--- src/rtl/lsu_master.sv ---
// Load/store unit: turns one RV32I load/store into word-aligned memory reads/writes,
// with read-modify-write for SB/SH. Define LSU_MISALIGN_TRAP_EN to reject misaligned H/W.
module lsu_master #(
  parameter int MEM_WORDS = 32
) (
  input  logic        clk,
  input  logic        rst_n,
  input  logic        req_valid,
  output logic        req_ready,
  input  logic        req_we,
  input  logic [2:0]  req_funct3,
  input  logic [31:0] req_addr,
  input  logic [31:0] req_wdata,
  output logic        rsp_valid,
  output logic [31:0] rsp_rdata,
  output logic        rsp_err,
  output logic [31:0] mem_addr,
  output logic [31:0] mem_dataW,
  output logic        mem_MemRW,
  input  logic [31:0] mem_dataB
);

  localparam logic [1:0] S_IDLE = 2'd0;
  localparam logic [1:0] S_RD   = 2'd1;
  localparam logic [1:0] S_WR   = 2'd2;
  localparam logic [1:0] S_RSP  = 2'd3;

  localparam logic [31:0] MEM_WORDS_L = 32'(MEM_WORDS);

  logic [1:0]  state_q, state_d;
  logic        we_q;
  logic [2:0]  f3_q;
  logic [31:0] addr_q, wdata_q;
  logic [31:0] old_q, old_d;
  logic [31:0] rsp_rdata_q, rsp_rdata_d;
  logic        rsp_err_q, rsp_err_d;

  logic        accept;
  logic        f3_bad, range_bad, align_bad, req_bad;
  logic [7:0]  lane_b;
  logic [15:0] lane_h;
  logic [31:0] load_data, merged;

  assign accept = req_valid && (state_q == S_IDLE);

  assign f3_bad    = req_we ? (req_funct3 != 3'b000 && req_funct3 != 3'b001 && req_funct3 != 3'b010)
                            : (req_funct3 == 3'b011 || req_funct3 == 3'b110 || req_funct3 == 3'b111);
  assign range_bad = {2'b00, req_addr[31:2]} >= MEM_WORDS_L;
`ifdef LSU_MISALIGN_TRAP_EN
  assign align_bad = (req_funct3[1:0] == 2'b01 && req_addr[0]) ||
                     (req_funct3[1:0] == 2'b10 && req_addr[1:0] != 2'b00);
`else
  assign align_bad = 1'b0;
`endif
  assign req_bad = f3_bad || range_bad || align_bad;

  // Lane extraction from the word currently on the read bus
  assign lane_b = mem_dataB[{addr_q[1:0], 3'b000} +: 8];
  assign lane_h = mem_dataB[{addr_q[1], 4'b0000} +: 16];

  always_comb begin
    case (f3_q)
      3'b000:  load_data = {{24{lane_b[7]}}, lane_b};
      3'b100:  load_data = {24'b0, lane_b};
      3'b001:  load_data = {{16{lane_h[15]}}, lane_h};
      3'b101:  load_data = {16'b0, lane_h};
      default: load_data = mem_dataB;
    endcase
  end

  always_comb begin
    merged = old_q;
    case (f3_q[1:0])
      2'b00:   merged[{addr_q[1:0], 3'b000} +: 8] = wdata_q[7:0];
      2'b01:   merged[{addr_q[1], 4'b0000} +: 16] = wdata_q[15:0];
      default: merged = wdata_q;
    endcase
  end

  always_comb begin
    state_d     = state_q;
    old_d       = old_q;
    rsp_rdata_d = '0;
    rsp_err_d   = 1'b0;
    case (state_q)
      S_IDLE: begin
        if (req_valid) begin
          if (req_bad) begin
            state_d   = S_RSP;
            rsp_err_d = 1'b1;
          end else if (req_we && req_funct3 == 3'b010) begin
            state_d = S_WR;
          end else begin
            state_d = S_RD;
          end
        end
      end
      S_RD: begin
        if (we_q) begin
          old_d   = mem_dataB;
          state_d = S_WR;
        end else begin
          rsp_rdata_d = load_data;
          state_d     = S_RSP;
        end
      end
      S_WR:    state_d = S_RSP;
      default: state_d = S_IDLE;
    endcase
  end

  always_ff @(posedge clk or negedge rst_n) begin
    if (!rst_n) begin
      state_q     <= S_IDLE;
      we_q        <= 1'b0;
      f3_q        <= 3'b000;
      addr_q      <= '0;
      wdata_q     <= '0;
      old_q       <= '0;
      rsp_rdata_q <= '0;
      rsp_err_q   <= 1'b0;
    end else begin
      state_q     <= state_d;
      old_q       <= old_d;
      rsp_rdata_q <= rsp_rdata_d;
      rsp_err_q   <= rsp_err_d;
      if (accept) begin
        we_q    <= req_we;
        f3_q    <= req_funct3;
        addr_q  <= req_addr;
        wdata_q <= req_wdata;
      end
    end
  end

  // Memory strobes decode straight from state so reset drops a pending write at once
  assign req_ready = (state_q == S_IDLE);
  assign rsp_valid = (state_q == S_RSP);
  assign rsp_rdata = rsp_rdata_q;
  assign rsp_err   = rsp_err_q;
  assign mem_addr  = (state_q == S_RD || state_q == S_WR) ? {addr_q[31:2], 2'b00} : 32'h0;
  assign mem_dataW = (state_q == S_WR) ? merged : 32'h0;
  assign mem_MemRW = (state_q == S_WR);

endmodule

--- config.mk ---
export PLATFORM = sky130hd
export DESIGN_NAME = lsu_master
export DESIGN_NICKNAME = d
export VERILOG_FILES = /design/src/rtl/lsu_master.sv
export SDC_FILE = /design/constraint.sdc
export NUM_CORES = 1
export LEC_CHECK = 0
export ABC_AREA = 0
export BUFFER_PORTS_ARGS = -buffer_cell sky130_fd_sc_hd__buf_4
export CAP_MARGIN = 20
export CORE_MARGIN = 5
export CORE_UTILIZATION = 45
export DETAILED_ROUTE_END_ITERATION = 10
export GPL_TIMING_DRIVEN = 0
export PLACE_DENSITY = 0.71
export SLEW_MARGIN = 10
export SYNTH_ARGS = -nofsm -noshare
export SYNTH_HDL_FRONTEND = slang
export SYNTH_SLANG_ARGS = --single-unit
--- constraint.sdc ---
create_clock -name clk -period 2.95 [get_ports clk]
set_input_delay 0.59 -clock clk [delete_from_list [all_inputs] [get_ports clk]]
set_output_delay 0.59 -clock clk [all_outputs]
set_load 0.02 [all_outputs]
## Word level (Yosys, flattened, before mapping)

Cells that the tools add are included.

- Flip-flop bits (word level): 135
- Input port bits: 103
- Output and inout port bits: 100
- Word-level logic and storage cells: 61

- Add/subtract/negate cells: 2
- Order comparisons: 1
- Eq/ne operators: 14
- Shifts and indexed selects: 6
- Muxes and demuxes: 17
- Reductions and logical operators: 13

Operators by type and width:

| cell | count |
|---|---|
| $mux 32 | 4 |
| $pmux 32 s4 | 1 |
| $bwmux 32 | 2 |
| $pmux 32 s2 | 1 |
| $shift 16x7->32 const A | 1 |
| $shift 8x7->32 const A | 1 |
| $shiftx 16x7->32 | 1 |
| $shiftx 32x6->16 | 1 |
| $shiftx 32x6->8 | 1 |
| $shiftx 8x7->32 | 1 |
| $ge 30x6->1 const B | 1 |
| $neg 5->7 | 2 |
| $eq 3x3->1 const B | 4 |
| $eq 3x2->1 const B | 2 |
| $mux 2 | 3 |
| $pmux 2 s3 | 1 |
| $mux 1 | 5 |
| $eq 2x1->1 const B | 2 |
| $eq 2x2->1 const B | 2 |
| $logic_and 1x1->1 | 4 |
| $logic_not 2->1 | 2 |
| $logic_or 1x1->1 | 4 |
| $eq 3x1->1 const B | 1 |
| $logic_not 3->1 | 1 |
| other kinds (5) | 5 |

## Depth between registers and ports, before layout

- Word-level depth: 8
- Depth in mapped cells: 9
- Depth with buffers taken out: 6

## Least setup slack after synthesis

Ideal clock, no wire load.

- Kind: flip-flop to output port
- From: register addr_q[1]
- To: output mem_dataW[0]
- Arrival: 2254 ps
- Required time: 2360 ps
- Setup slack: 106 ps
- Stages on the path, launching flop included: 9
- Path buffers: 2
- Cell sequence: dfrtp_1 -> buf_6 -> buf_4 -> inv_1 -> ha_1 -> clkinv_1 -> nor4b_4 -> a221oi_1 -> nor3_1

- Cells in the longest elaborated chain, start to end: 5
- Elaborated cells between the ends (all ways): 10
- Classes of those cells: add/sub: 2; shift: 4; mux: 4

RTL lines:

| what | line | text |
|---|---|---|
| start, declared | 33 | `logic [31:0] addr_q, wdata_q;` |
| start signal, assigned | 130 | `addr_q <= req_addr;` |
| $neg 5->7, on equally long branches | 75, 74 |  |
| $shiftx 16x7->32, or another cell as far along | 75 | `2'b01: merged[{addr_q[1], 4'b0000} +: 16] = wdata_q[15:0];` |
| $bwmux 32, on equally long branches | 75, 74 |  |
| $pmux 32 s2 * | 73 | `case (f3_q[1:0])` |
| $mux 32 * | 142 | `assign mem_dataW = (state_q == S_WR) ? merged : 32'h0;` |
| end, declared | 18 | `output logic [31:0] mem_dataW,` |

Mark *: on every way between the ends. The rest lies on a longest branch, timed or not.

## Worst setup path in the final report

- From: register addr_q[0]
- To: output mem_dataW[9]

- Cells in the longest elaborated chain, start to end: 5
- Elaborated cells between the ends (all ways): 6
- Classes of those cells: add/sub: 1; shift: 2; mux: 3

RTL lines:

| what | line | text |
|---|---|---|
| $neg 5->7 * | 74 | `2'b00: merged[{addr_q[1:0], 3'b000} +: 8] = wdata_q[7:0];` |
| $shiftx 8x7->32 / $shift 8x7->32 (equally long branches) | 74 |  |
| $bwmux 32 * | 74 |  |
| $pmux 32 s2 * | 73 |  |
| $mux 32 * | 142 |  |

Marks and branches as above.

==> metrics.md <==
| Metric | Value |
|---|---|
| Starting Density | 0.4600 |
| # IOs | 203 |
| Max-Cap Viols | 0 |
| Initial antenna violation count | 0 |
| CTS buffer count | 17 |
| Top-area cell type share of the netlist area | 0.4813 |
| CP Data Arrival Time | 2.56 ns |
| Status | finished with violations |
| Seq cells post-synth | 135 |
| Skew-Pair Late Insertion Delay | 0.42 ns |
| CP Capture Type | primary output |
| DRC | 0 |
| Worst vdd ir | 936.9 uV |
| Leak Pwr | 4.463 nW |
| Area Overhead vs Synth | 39.00% |
| CTS root buf | clkbuf_16 |
| Largest area contributor in the netlist | dfrtp_1 |
| Routed length per instance | 21.88 um |
| WP buf/inv | 3 |
| CP peak stage delay | 0.37 ns |
| Ant diodes | 0 |
| Synthesis Warnings | 0 |
| GRT Total Usage | 0.2599 |
| Post-Synthesis Cells | 620 |
| Num rows | 45 |
| Seq/Total Area, Yosys | 0.4813 |
| Maximum clock insertion buffer count | 2 |
| Post-DP HPWL | 17310 um |
| Hold bufs inserted after CTS | 0 |
| Clock Skew | 0.007876 ns |
| Antenna-violating nets left | 0 |
| Share of layout cells above drive strength 1 | 0.4756 |
| Core Region | 15260 um^2 |
| RD Place Congestion | 0.8972 |
| Ys flop type | dfrtp_1 |
| Die Wd | 134.9 um |
| Delay-heaviest family, CP | buffers and inverters |
| Failing checks | negative setup slack |
| Post-Syn Area | 7019 um^2 |
| Fin crit share | 1.068 |
| Fin Setup TNS | -4.095 ns |
| Largest net degree at the start of global routing | 85 |
| Layout Cells excl Fill | 1073 |
| Final Hold Fails | 0 |
| Number of flops mapped to enable cells by yosys | 0 |
| Overall routed net length | 23470 um |
| Routed vias/inst | 5.822 |
| Setup violators final | 32 |
| Min-Delay Path Class | in -> async |
| H-tree depth | 4 |
| DP Cell Count | 1033 |
| Setup Crit Path Kind | reg -> out |
| CTS tree | built |
| Final WS setup | -0.2013 ns |
| F_max | 317.3 MHz |
| Gr ovfl total | 0 |
| Clock-pin slew on the worst setup and hold paths | 0.06 ns |
| Top post-synthesis cells by count | 135 x dfrtp_1, 96 x mux2_2, 36 x nor2_1 |
| Fin. max-slew vios | 0 |
| CP max stage cell | dfrtp_2 |
| Drt pass-1 iters | 8 |
| First-pass GRT wire length | 36110 um |
| Post-layout min period | 3.151 ns |
| Vias | 6247 |
| Die ar. | 18200 um^2 |
| Die height | 134.9 um |
| Most frequent cell after synthesis | dfrtp_1 |
| Pre-CTS WS | -0.2205 ns |
| Measured slew at the worst slew-check pin | 0.7463 ns |
| Mapped Avg Cell Area | 11.32 um^2 |
| Power Density | 1295 nW/um^2 |
| Post-synth cell types | 52 |
| Synth area leaders | dfrtp_1 48%, mux2_2 15%, and2_1 2.9% |
| I/O Buffers | 200 |
| Critical Path Source Type | flop |
| RSZ-0062 raised after global routing | yes |
| Rel. slew slack | 0.5025 |
| Worst path cell trace | buf_6 > clkinvlp_4 > ha_4 > and4b_2 > a22o_1 > a222oi_1 > nor2_1 > buf_4 |
| Initial detailed-routing violation count | 556 |
| Critical Path RT | 2.36 ns |
| Asr flop ratio synth | 1.000 |
| CTS Sinks | 135 |
| Hold_ws | 0.1173 ns |
| Final net count | 961 |
| Vias in the first global route | 6481 |
| Worst-path fanout max | 10 |
state kept, by name, indices dropped and copies added (netlist names):
register	count
f3_q	3
old_q	32
wdata_q	32
rsp_rdata	32
state_q	2
rsp_err	1
we_q	1
addr_q	32
power breakdown:
part	leakage [nW]	switching [W]	internal [W]
clock network	0.287	0.000822	0.00131
logic	2.52	0.00380	0.00319
registers	1.66	0.000806	0.00269
layout make-up:
class	count	area (um^2)
Inverter	19	83.83
Fill cell	1210	5502
Timing Repair Buffer	210	1612
Tap cell	211	264.0
Sequential cell	135	3379
Clock inverter	10	120.1
Multi-Input combinational cell	419	3555
Buffer	47	269.0
Clock buffer	22	474.2
timing repair:
item,in CTS,in global routing
hold endpoints to repair,0,0
buffers inserted,8,1
pin swaps,22,22
endpoints found under the setup margin,32,32
gates resized for setup,33,24
cells in the final DEF, fill, tap and decap left out, drive strengths merged, types with 14 or more instances in the layout:
cell / n
a21oi: 26
clkbuf: 39
mux2i: 17
nor2: 37
a221o: 16
mux2: 97
dfrtp: 135
nor2b: 16
a221oi: 14
buf: 240
and2: 33
a22oi: 19
nor3: 25
nand2: 24
inv: 17
o21ai: 14
layer usage:
layer  vias to the layer above  routed length (um)  track usage
met5                         -                   0            0
met4                         0                1022       0.1193
met3                        63                2597      0.09352
met2                       360               11070       0.4202
met1                      3078                8786       0.3107
li1                       2746                   -            -
final timing paths:
path	startpoint	to	slack, ns	cells after the start
setup / recovery	addr_q[0]	mem_dataW[9]	-0.20	8
hold / removal	rst_n	rsp_rdata[3]	0.12	1
setup reg to reg	state_q[0]	addr_q[1]	0.92	5
hold reg to reg	addr_q[5]	addr_q[5]	0.50	1
max in group asynchronous	rst_n	wdata_q[29]	2.06	2
min in group clk	req_addr[5]	addr_q[5]	0.40	2
logic make-up after synthesis:
| kind of cell | Yosys count | share of synthesized area |
|---|---|---|
| multiplexers | 116 | 0.1868 |
| AND/OR/NAND/NOR | 155 | 0.1205 |
| buffers and inverters | 67 | 0.04385 |
| AO/OA/AOI/OAI | 137 | 0.1510 |
| flip-flops | 135 | 0.4813 |
| adder cells (fa/ha/maj) | 9 | 0.01604 |
| other | 1 | 0.0005342 |
metrics by stage:
step | total power, W | utilization | area (um^2)
detailed placement | 0.009864 | 0.5780 | 8820
global placement | 0.009701 | 0.5760 | 8788
finish | 0.01263 | 0.6394 | 9757
global route | 0.01331 | 0.6394 | 9757
CTS | 0.01236 | 0.6308 | 9625
floorplan | 0.007469 | - | 7023
(Power assumes the default switching activity.)
